[src/rtl/clock_pkg.sv]
// Shared constants and types for the alarm-clock time-keeping digits.
// Digit moduli, their register widths and the count-direction encoding.
package clock_pkg;

  localparam int SEC_MOD  = 60;
  localparam int MIN_MOD  = 60;
  localparam int HR24_MOD = 24;
  localparam int HR12_MOD = 12;

  localparam int SEC_W = 6;
  localparam int HR_W  = 5;

  typedef enum logic {
    DIR_DOWN = 1'b0,
    DIR_UP   = 1'b1
  } dir_e;

endpackage

[src/rtl/mod_n_updown_counter_next_value.sv]
// Wrap arithmetic for a modulo-MODULUS digit; purely combinational, no backpressure.
// Terminal values are compared before stepping so no intermediate exceeds WIDTH bits.
module mod_next_value
  import clock_pkg::*;
#(
  parameter int WIDTH   = 5,
  parameter int MODULUS = 24
) (
  input  logic [WIDTH-1:0] count,
  input  logic             updown,
  output logic [WIDTH-1:0] next_count
);

  localparam logic [WIDTH-1:0] MAX_VAL = WIDTH'(MODULUS - 1);

  always_comb begin
    next_count = count;
    if (dir_e'(updown) == DIR_UP) begin
      next_count = (count == MAX_VAL) ? '0 : count + WIDTH'(1);
    end else begin
      next_count = (count == '0) ? MAX_VAL : count - WIDTH'(1);
    end
  end

endmodule

[src/rtl/mod_n_updown_counter.sv]
// Modulo-N up/down digit with cascade carry/borrow; 1-cycle step/load latency, no backpressure.
// Optional synchronous parallel load ports are present only when MOD_COUNTER_LOAD_EN is defined.
module mod_n_updown_counter
  import clock_pkg::*;
#(
  parameter int WIDTH       = 5,
  parameter int MODULUS     = 24,
  parameter int RESET_VALUE = 0
) (
  input  logic             clk,
  input  logic             reset,
  input  logic             en,
  input  logic             updown,
`ifdef MOD_COUNTER_LOAD_EN
  input  logic             load,
  input  logic [WIDTH-1:0] load_value,
`endif
  output logic [WIDTH-1:0] count,
  output logic             carry,
  output logic             borrow,
  output logic             at_max,
  output logic             at_zero
);

  localparam logic [WIDTH-1:0] MAX_VAL = WIDTH'(MODULUS - 1);
  localparam logic [WIDTH-1:0] RST_VAL = WIDTH'(RESET_VALUE);

  logic [WIDTH-1:0] step_value;

  mod_next_value #(
    .WIDTH   (WIDTH),
    .MODULUS (MODULUS)
  ) u_next (
    .count      (count),
    .updown     (updown),
    .next_count (step_value)
  );

  always_ff @(posedge clk or posedge reset) begin
    if (reset) begin
      count <= RST_VAL;
`ifdef MOD_COUNTER_LOAD_EN
    end else if (load) begin
      // Out-of-range loads clamp to the top state so count stays legal.
      count <= (load_value > MAX_VAL) ? MAX_VAL : load_value;
`endif
    end else if (en) begin
      count <= step_value;
    end
  end

  assign at_max  = (count == MAX_VAL);
  assign at_zero = (count == '0);
  assign carry   = en & (dir_e'(updown) == DIR_UP) & at_max;
  assign borrow  = en & (dir_e'(updown) == DIR_DOWN) & at_zero;

endmodule

[config.mk]
export PLATFORM = sky130hd
export DESIGN_NAME = mod_n_updown_counter
export DESIGN_NICKNAME = d
export VERILOG_FILES = /design/src/rtl/clock_pkg.sv /design/src/rtl/mod_n_updown_counter_next_value.sv /design/src/rtl/mod_n_updown_counter.sv
export SDC_FILE = /design/constraint.sdc
export NUM_CORES = 1
export LEC_CHECK = 0
export ABC_AREA = 1
export ABC_CLOCK_PERIOD_IN_PS = 3400
export CELL_PAD_IN_SITES_DETAIL_PLACEMENT = 0
export CELL_PAD_IN_SITES_GLOBAL_PLACEMENT = 2
export CORE_MARGIN = 8
export CORE_UTILIZATION = 31
export CTS_CLUSTER_DIAMETER = 120
export DETAILED_ROUTE_END_ITERATION = 8
export DONT_BUFFER_PORTS = 1
export PLACE_DENSITY = 0.79
export SETUP_SLACK_MARGIN = 0.1
export SYNTH_ARGS = -nofsm -noshare
export SYNTH_HDL_FRONTEND = slang
export SYNTH_SLANG_ARGS = --single-unit
[constraint.sdc]
create_clock -name clk -period 3.4 [get_ports clk]
set_clock_uncertainty 0.1 [all_clocks]
set_input_delay 0.51 -clock clk [delete_from_list [all_inputs] [get_ports clk]]
set_output_delay 0.51 -clock clk [all_outputs]
set_load 0.02 [all_outputs]
# Word level (Yosys, flattened, before mapping)

Index checks and enable logic that the tools add are counted.

Bitwise gates (word level): 5
Eq/ne operators: 1
$add $sub $neg: 2
Reductions and logical operators: 1
Muxes and demuxes: 3

Operators by type and width:

| operator                                                           | count |
|---|---|
| 5-bit 2-to-1 mux                                                   | 3 |
| 5-bit by 1-bit adder with 5-bit output, second input constant      | 1 |
| 5-bit == test, second input constant                               | 1 |
| 5-bit logical NOT                                                  | 1 |
| 5-bit by 1-bit subtractor with 5-bit output, second input constant | 1 |
| 1-bit AND                                                          | 4 |
| 1-bit inverter                                                     | 1 |

Output and inout port bits: 9
Register bits: 5

# Depth between registers and ports, before layout

Gate-level depths: netlist of the first run.

Depth in word-level cells: 3
Gate-level depth with buffers: 7
Gate-level depth less buffers: 7

# By module

Synthesis of the first run repeated with hierarchy kept, for this count alone.

Cells, all modules: 77
Area, all modules: 474.2 µm²

By module, submodules not included:

| module               | seq. area each (µm²) | times used | area each (µm²) | cells each |
|---|---|---|---|---|
| mod_n_updown_counter | 125.1                | 1          | 256.5           | 34 |
| mod_next_value       | 0.0                  | 1          | 217.7           | 43 |

# Worst setup path after synthesis of the first run

No wires, ideal clock.

Kind: reg-to-output
From: register count[0]
To: output borrow
Slack: 1.433 ns
Path buffers: 0
Stages on the path, launching flop included: 7
Arrival: 1.357 ns
Path through: dfrtp_1 inv_1 ha_1 nand3_1 inv_1 nand2_1 inv_1

Word-level cells in the longest chain between the ends: 2

RTL lines:

| element                  | line                       | source |
|---|---|---|
| start: declaration       | mod_n_updown_counter.sv:18 | `output logic [WIDTH-1:0] count,` |
| start signal: assignment | mod_n_updown_counter.sv:48 | `count <= step_value;` |
| 5-bit logical NOT        | mod_n_updown_counter.sv:53 | `assign at_zero = (count == '0);` |
| via at_zero              | mod_n_updown_counter.sv:22 | `output logic at_zero` |
| 1-bit AND                | mod_n_updown_counter.sv:55 | `assign borrow = en & (dir_e'(updown) == DIR_DOWN) & at_zero;` |
| end: declaration         | mod_n_updown_counter.sv:20 | `output logic borrow,` |

The timed path passes the listed nets, and every way through them passes these cells.

# Worst setup path in the final report of the first run

Same ends and word-level chain as after synthesis.

==> impl_metrics.sql, run 1 <==
INSERT INTO impl_metrics (metric_group, metric, value, unit) VALUES
('run_status', 'outcome', 'completed', ''),
('power_and_ir_drop', 'p_leak', '0.261', 'nW'),
('clocking', 'cts_repair_resize_count', '0', ''),
('worst_setup_path', 'worst_setup_path_end_kind', 'output pin', ''),
('layout', 'layout.filler_cells', '144', ''),
('die', 'floorplan_row_count', '13', ''),
('sta', 'drv_slew', '0', ''),
('sta', 'finalCriticalPeriod', '2410', 'ps'),
('synth', 'post_synth_instance_area', '414', 'µm²'),
('sta', 'max_slew.worst_pin.slew', '456', 'ps'),
('clocking', 'max_buffers_root_to_sink', '2', ''),
('synth', 'synthMuxAreaShare', '0', '%'),
('synth', 'synth_top_family_by_area', 'simple AND/OR/NAND/NOR gates', ''),
('worst_setup_path', 'critical_path.max_stage_delay', '520', 'ps'),
('clocking', 'postcts_setup_bufs', '0', ''),
('global_route', 'globalRouteOverflowTotal', '0', ''),
('sta', 'final_min_period_over_clock_period', '70.8', '%'),
('worst_setup_path', 'worstPathArrival', '1800', 'ps'),
('global_route', 'groute.usage.overall', '8.70', '%'),
('synth', 'synthesis.area_per_instance', '6.47', 'µm²'),
('die', 'die_x', '52.6', 'µm'),
('synth', 'synthAdderAreaFrac', '6.04', '%'),
('worst_setup_path', 'crit_slowest_cell', 'sky130_fd_sc_hd__dfrtp_1', ''),
('worst_setup_path', 'worstPathRequired', '2790', 'ps'),
('clocking', 'clk_pin_slew', '50', 'ps'),
('layout', 'insertedDiodeCount', '0', ''),
('worst_setup_path', 'critical-path-top-cell-by-count', 'sky130_fd_sc_hd__inv_1', ''),
('die', 'initial_utilization', '32.6', '%'),
('layout', 'registers_with_the_most_flip_flops', 'count: 5 flops', ''),
('routing', 'via_count', '393', ''),
('sta', 'hold_violations', '0', ''),
('routing', 'initialDrtViolationCount', '10', ''),
('layout', 'ff_latch_area', '125', 'µm²'),
('clocking', 'tritoncts', 'yes', ''),
('synth', 'ys_ff_latch', '5', ''),
('sta', 'fin_setup_tns', '0', 'ps'),
('global_route', 'grt_antenna_before_repair', '0', ''),
('synth', 'synth.distinct_cells', '15', ''),
('synth', 'proportion_of_synthesized_chip_area_in_sequential_cells', '30.2', '%'),
('clocking', 'holdBufCountCts', '1', ''),
('power_and_ir_drop', 'totalPowerFinal', '395', 'µW'),
('global_route', 'grt_pass1_vias', '370', ''),
('clocking', 'cts_num_sinks', '5', ''),
('sta', 'finalSetupViolCount', '0', ''),
('synth', 'synth_simple_gate_area_share', '43.5', '%'),
('synth', 'synth_compound_gate_area_share', '4.53', '%'),
('synth', 'synthesis.nets', '70', ''),
('worst_setup_path', 'setup.worst_path.class', 'reg -> out', ''),
('sta', 'relSlewSlack', '69.6', '%'),
('sta', 'achievable-frequency', '0.415', 'GHz'),
('die', 'die_height', '52.6', 'µm'),
('worst_setup_path', 'cp_max_fo', '7', ''),
('routing', 'avgRoutedWirePerCell', '12.7', 'µm'),
('flow_run', 'cap_viol_max_count', '0', ''),
('sta', 'rsz0062_at_grt', 'false', ''),
('clocking', 'cts_inserted_buffers', '3', ''),
('synth', 'synthesis.yosys.warnings', '0', ''),
('layout', 'final_net_count', '75', ''),
('synth', 'post_synth_xor_area_fraction', '2.11', '%'),
('power_and_ir_drop', 'powerDensity', '862', 'mW/mm²'),
('placed_design', 'count_of_buffers_inserted_at_the_top_level_ports', '0', ''),
('power_and_ir_drop', 'irDropWorstVdd', '0.000342', 'V'),
('routing', 'detail_route.drc_violations', '0', ''),
('routing', 'postRouteAntennaNets', '0', ''),
('die', 'core', '0.00127', 'mm²'),
('worst_setup_path', 'start_kind', 'flop', ''),
('placed_design', 'post-dp-hpwl', '821', 'µm'),
('routing', 'viasPerCell', '4.73', ''),
('worst_hold_path', 'path_class_of_the_lowest_slack_min_delay_path', 'in -> reg', ''),
('global_route', 'global_route_wire_length_before_repair', '1.73', 'mm'),
('layout', 'multi_input_area', '233', 'µm²');
-- layout make-up --
cell class                      count  area share, %
Multi-Input combinational cell     46           50.8
Sequential cell                     5           27.3
Inverter                           12           9.84
Clock buffer                        4           5.74
Tap cell                           15           4.10
Timing Repair Buffer                1           2.19
-- power by group --
part,switching [mW],leakage [nW],total [mW],internal [mW]
registers,0.0873,0.0628,0.171,0.0834
clock network,0.0287,0.0150,0.0733,0.0447
logic,0.0937,0.183,0.151,0.0568
total,0.210,0.261,0.395,0.185
-- per-layer routing --
metal | track usage, % | part of all wire (%) | vias up
met3 | 3.98 | 8.1 | 5
li1 | - | - | 208
met5 | 0 | 0 | -
met2 | 12.3 | 44 | 10
met1 | 9.98 | 44 | 170
met4 | 6.47 | 3.2 | 0
-- kinds of logic after synthesis --
logic type	count (synthesis)
xor gates and xnor gates	1
AOI/OAI and AO/OA	3
buffers and inverters	13
DFF	5
adders and majority gates	2
and+or+nand+nor	40
-- final timing paths --
path	startpoint	end	slack, ps	cells past startpoint
worst min register to register	count[0]	count[0]	630	2
worst min-delay path	en	count[1]	310	1
worst max-delay path	count[0]	borrow	990	6
worst max register to register	count[0]	count[3]	1590	6
min in group asynchronous	reset	count[2]	510	2
max in group asynchronous	reset	count[3]	2500	2
-- through the flow --
stage | hold WS, ps | instance area, µm² | std cells | utilization, % | setup WS (ps)
2_1_floorplan | 189 | 414 | 64 | - | 1430
3_3_place_gp | 227 | 422 | 78 | 33.2 | 1270
3_5_place_dp | 224 | 422 | 78 | 33.2 | 1250
4_1_cts | 310 | 458 | 83 | 36.1 | 977
5_1_grt | 310 | 458 | 83 | 36.1 | 863
6_report | 310 | 458 | 83 | 36.1 | 992
-- cell usage in the layout (no fill, tap or decap), types with 2 or more instances in the layout --
cell type and instances:
sky130_fd_sc_hd__nand2_1 21, sky130_fd_sc_hd__inv_1 11, sky130_fd_sc_hd__nand3_1 8, sky130_fd_sc_hd__nor2_1 5, sky130_fd_sc_hd__dfrtp_1 5, sky130_fd_sc_hd__clkbuf_4 3, sky130_fd_sc_hd__nand2_2 2, sky130_fd_sc_hd__nand4_1 2
sky130_fd_sc_hd__a21oi_1 2, sky130_fd_sc_hd__ha_1 2
-- synthesized netlist by cell type --
library cell | count | area share [%]
sky130_fd_sc_hd__nand2_1 | 21 | 19
sky130_fd_sc_hd__nor2_4 | 1 | 2.7
sky130_fd_sc_hd__xor2_1 | 1 | 2.1
sky130_fd_sc_hd__buf_6 | 1 | 2.7
sky130_fd_sc_hd__nand3_1 | 8 | 9.7
sky130_fd_sc_hd__ha_1 | 2 | 6.0
sky130_fd_sc_hd__nor2_1 | 5 | 4.5
sky130_fd_sc_hd__nand2_2 | 2 | 3.0
sky130_fd_sc_hd__inv_1 | 11 | 10
sky130_fd_sc_hd__o221ai_1 | 1 | 2.1
sky130_fd_sc_hd__nor2_2 | 1 | 1.5
sky130_fd_sc_hd__nand4_1 | 2 | 3.0
sky130_fd_sc_hd__inv_2 | 1 | 0.91
sky130_fd_sc_hd__a21oi_1 | 2 | 2.4
sky130_fd_sc_hd__dfrtp_1 | 5 | 30
Power figures use the tool's default switching activity.
==> inputs of run 2 (changes only) <==
- ABC_CLOCK_PERIOD_IN_PS: 3400 -> 2400
- CORE_UTILIZATION: 31 -> 28
- PLACE_DENSITY: 0.79 -> 0.72
- clock period: 3.4 -> 2.4 ns (I/O delays scaled with it)
==> run 2 against run 1 <==
  * Sequential share of layout area fell by 0.74 points
  * First-iteration DRC count fell by 20%
  * Worst setup slack got worse by 690 ps
  * Sequential cell count did not move
  * Register-to-register slack got worse by 980 ps
  * Cell count rose by 3.6%
  * Clock-buffer cell count did not move
  * Critical path type unchanged
==> impl_metrics.sql, run 2 (synthesis results as in run 1) <==
INSERT INTO impl_metrics (metric_group, metric, value, unit) VALUES
('worst_setup_path', 'r2r.worst_path.cells', '6', ''),
('worst_setup_path', 'setup.worst_path.class', 'reg -> out', ''),
('routing', 'm1WireLength', '486', 'µm'),
('sta', 'fin_setup_tns', '0', 'ps'),
('worst_setup_path', 'reg2reg_slack', '610', 'ps'),
('placed_design', 'count_of_buffers_inserted_at_the_top_level_ports', '0', ''),
('clocking', 'clk_pin_slew', '40', 'ps'),
('clocking', 'cts_inserted_buffers', '3', ''),
('layout', 'fin_util', '32.7', '%'),
('worst_setup_path', 'cp_max_fo', '7', ''),
('layout', 'registers_with_the_most_flip_flops', 'count: 5 flops', ''),
('clocking', 'max_buffers_root_to_sink', '2', ''),
('layout', 'insertedDiodeCount', '0', ''),
('worst_hold_path', 'worstHoldEndpoint', 'count[1]', ''),
('routing', 'pre_antenna_drt_iters', '3', ''),
('placed_design', 'place_worst_setup_slack', '421', 'ps'),
('sta', 'final_critical_path_setup_slack', '301', 'ps'),
('layout', 'final_net_count', '77', ''),
('sta', 'rsz0062_at_grt', 'false', ''),
('power_and_ir_drop', 'powerDensity', '1220', 'mW/mm²'),
('clocking', 'worst_skew_pair.late_latency', '240', 'ps'),
('placed_design', 'numPlacedInstances', '81', ''),
('sta', 'achievable-frequency', '0.476', 'GHz'),
('run_status', 'outcome', 'completed', ''),
('layout', 'max_reg_flops', '5', ''),
('die', 'initial_utilization', '28.5', '%'),
('worst_setup_path', 'worstPathArrival', '1640', 'ps'),
('die', 'io-pin-count', '13', ''),
('layout', 'layout.cells.most_common', 'sky130_fd_sc_hd__nand2_1', ''),
('worst_hold_path', 'timing.hold.worst.start', 'en', ''),
('worst_hold_path', 'hold_depth', '1', ''),
('global_route', 'globalRouteOverflowTotal', '0', ''),
('layout', 'most_frequent_cells_in_the_layout', 'sky130_fd_sc_hd__nand2_1, sky130_fd_sc_hd__inv_1, sky130_fd_sc_hd__nand3_1', ''),
('layout', 'registers.top_by_ff_count', 'count', ''),
('global_route', 'grt_pass1_vias', '395', ''),
('worst_setup_path', 'timing.rr.start', 'count[1]', ''),
('worst_setup_path', 'worst_setup_path_end_kind', 'output pin', ''),
('routing', 'via_count', '394', ''),
('worst_hold_path', 'path_class_of_the_lowest_slack_min_delay_path', 'in -> reg', ''),
('worst_setup_path', 'worstPathRequired', '1940', 'ps'),
('layout', 'post_synthesis_to_final_layout_area_growth', '14.8', '%'),
('placed_design', 'post-dp-hpwl', '903', 'µm'),
('global_route', 'groute.usage.overall', '8.62', '%'),
('routing', 'detailed_route_wirelength_on_metal2', '469', 'µm'),
('die', 'die_x', '54.5', 'µm'),
('worst_setup_path', 'startpoint', 'count[0]', ''),
('routing', 'postRouteAntennaNets', '0', ''),
('sta', 'relSlewSlack', '70.8', '%'),
('routing', 'wl_met3', '130', 'µm'),
('clocking', 'cts_num_sinks', '5', ''),
('die', 'floorplan_row_count', '14', ''),
('die', 'full_die_area', '0.00297', 'mm²'),
('sta', 'finalCriticalPeriod', '2100', 'ps'),
('die', 'core', '0.00145', 'mm²'),
('global_route', 'grt_start_max_net_pins', '9', ''),
('layout', 'drive_above_1_share', '17.1', '%'),
('routing', 'wl', '1.11', 'mm'),
('global_route', 'grt_antenna_before_repair', '0', ''),
('routing', 'highest_layer', 'met4', ''),
('worst_setup_path', 'start_kind', 'flop', ''),
('routing', 'viasPerCell', '4.58', ''),
('sta', 'finalSetupViolCount', '0', ''),
('layout', 'design_area', '475', 'µm²'),
('die', 'die_height', '54.5', 'µm'),
('power_and_ir_drop', 'irDropWorstVdd', '0.000609', 'V'),
('power_and_ir_drop', 'totalPowerFinal', '582', 'µW'),
('routing', 'detail_route.drc_violations', '0', ''),
('sta', 'hold_violations', '0', ''),
('sta', 'final_min_period_over_clock_period', '87.5', '%'),
('placed_design', 'post_dp_cell_area', '438', 'µm²'),
('clocking', 'postcts_setup_bufs', '0', ''),
('worst_setup_path', 'timing.rr.end', 'count[3]', ''),
('clocking', 'cts.root.buffer_cell', 'sky130_fd_sc_hd__clkbuf_4', ''),
('layout', 'final_cells', '86', ''),
('routing', 'avgRoutedWirePerCell', '12.9', 'µm'),
('flow_run', 'cap_viol_max_count', '0', ''),
('clocking', 'htree_levels', '1', ''),
('layout', 'layout.filler_cells', '165', ''),
('sta', 'drv_slew', '0', ''),
('power_and_ir_drop', 'p_leak', '0.267', 'nW'),
('global_route', 'global_route_wire_length_before_repair', '1.75', 'mm'),
('routing', 'initialDrtViolationCount', '8', ''),
('sta', 'worst_hold_slack', '180', 'ps'),
('placed_design', 'gp_routability_congestion', '0.773', ''),
('sta', 'max_slew.worst_pin.slew', '436', 'ps'),
('clocking', 'tritoncts', 'yes', '');
[run 2: cell type report]
type	instances	area (µm²)	area share, %
Multi-Input combinational cell	46	233	48.9
Sequential cell	5	126	26.6
Inverter	12	45.0	9.47
Clock buffer	4	26.3	5.53
Timing Repair Buffer	3	25.0	5.26
Tap cell	16	20.0	4.21
[run 2: critical path, stage by stage, from the launching register on]
cell and delay, ps:
sky130_fd_sc_hd__dfrtp_2 490, sky130_fd_sc_hd__inv_1 150, sky130_fd_sc_hd__ha_1 220, sky130_fd_sc_hd__nand3_1 150, sky130_fd_sc_hd__inv_2 150, sky130_fd_sc_hd__nand2_1 80
sky130_fd_sc_hd__inv_1 160
[run 2: worst max-delay path by stage]
stage | end | slack, ps | cells after the start
finish | borrow | 300 | 6
global route | borrow | 180 | 6
CTS | borrow | 150 | 6
detailed placement | borrow | 420 | 6
global placement | borrow | 430 | 6
floorplan | borrow | 580 | 6
[run 2: where the power goes]
group / switching (mW) / internal [mW] / total [mW]
clock: 0.0311 / 0.0626 / 0.0938
sequential: 0.0822 / 0.121 / 0.203
combinational: 0.185 / 0.101 / 0.285
[run 2: routing by layer]
metal / vias to the layer above / track usage [%]
li1: 210 / -
met1: 169 / 8.40
met2: 13 / 12.8
met3: 2 / 6.79
met4: 0 / 4.92
met5: - / 0
[run 2: repair_timing]
item,in CTS,in global routing
hold buffers,1,0
hold endpoints to repair,5,0
resized for setup,0,2
endpoints found under the setup margin,0,1
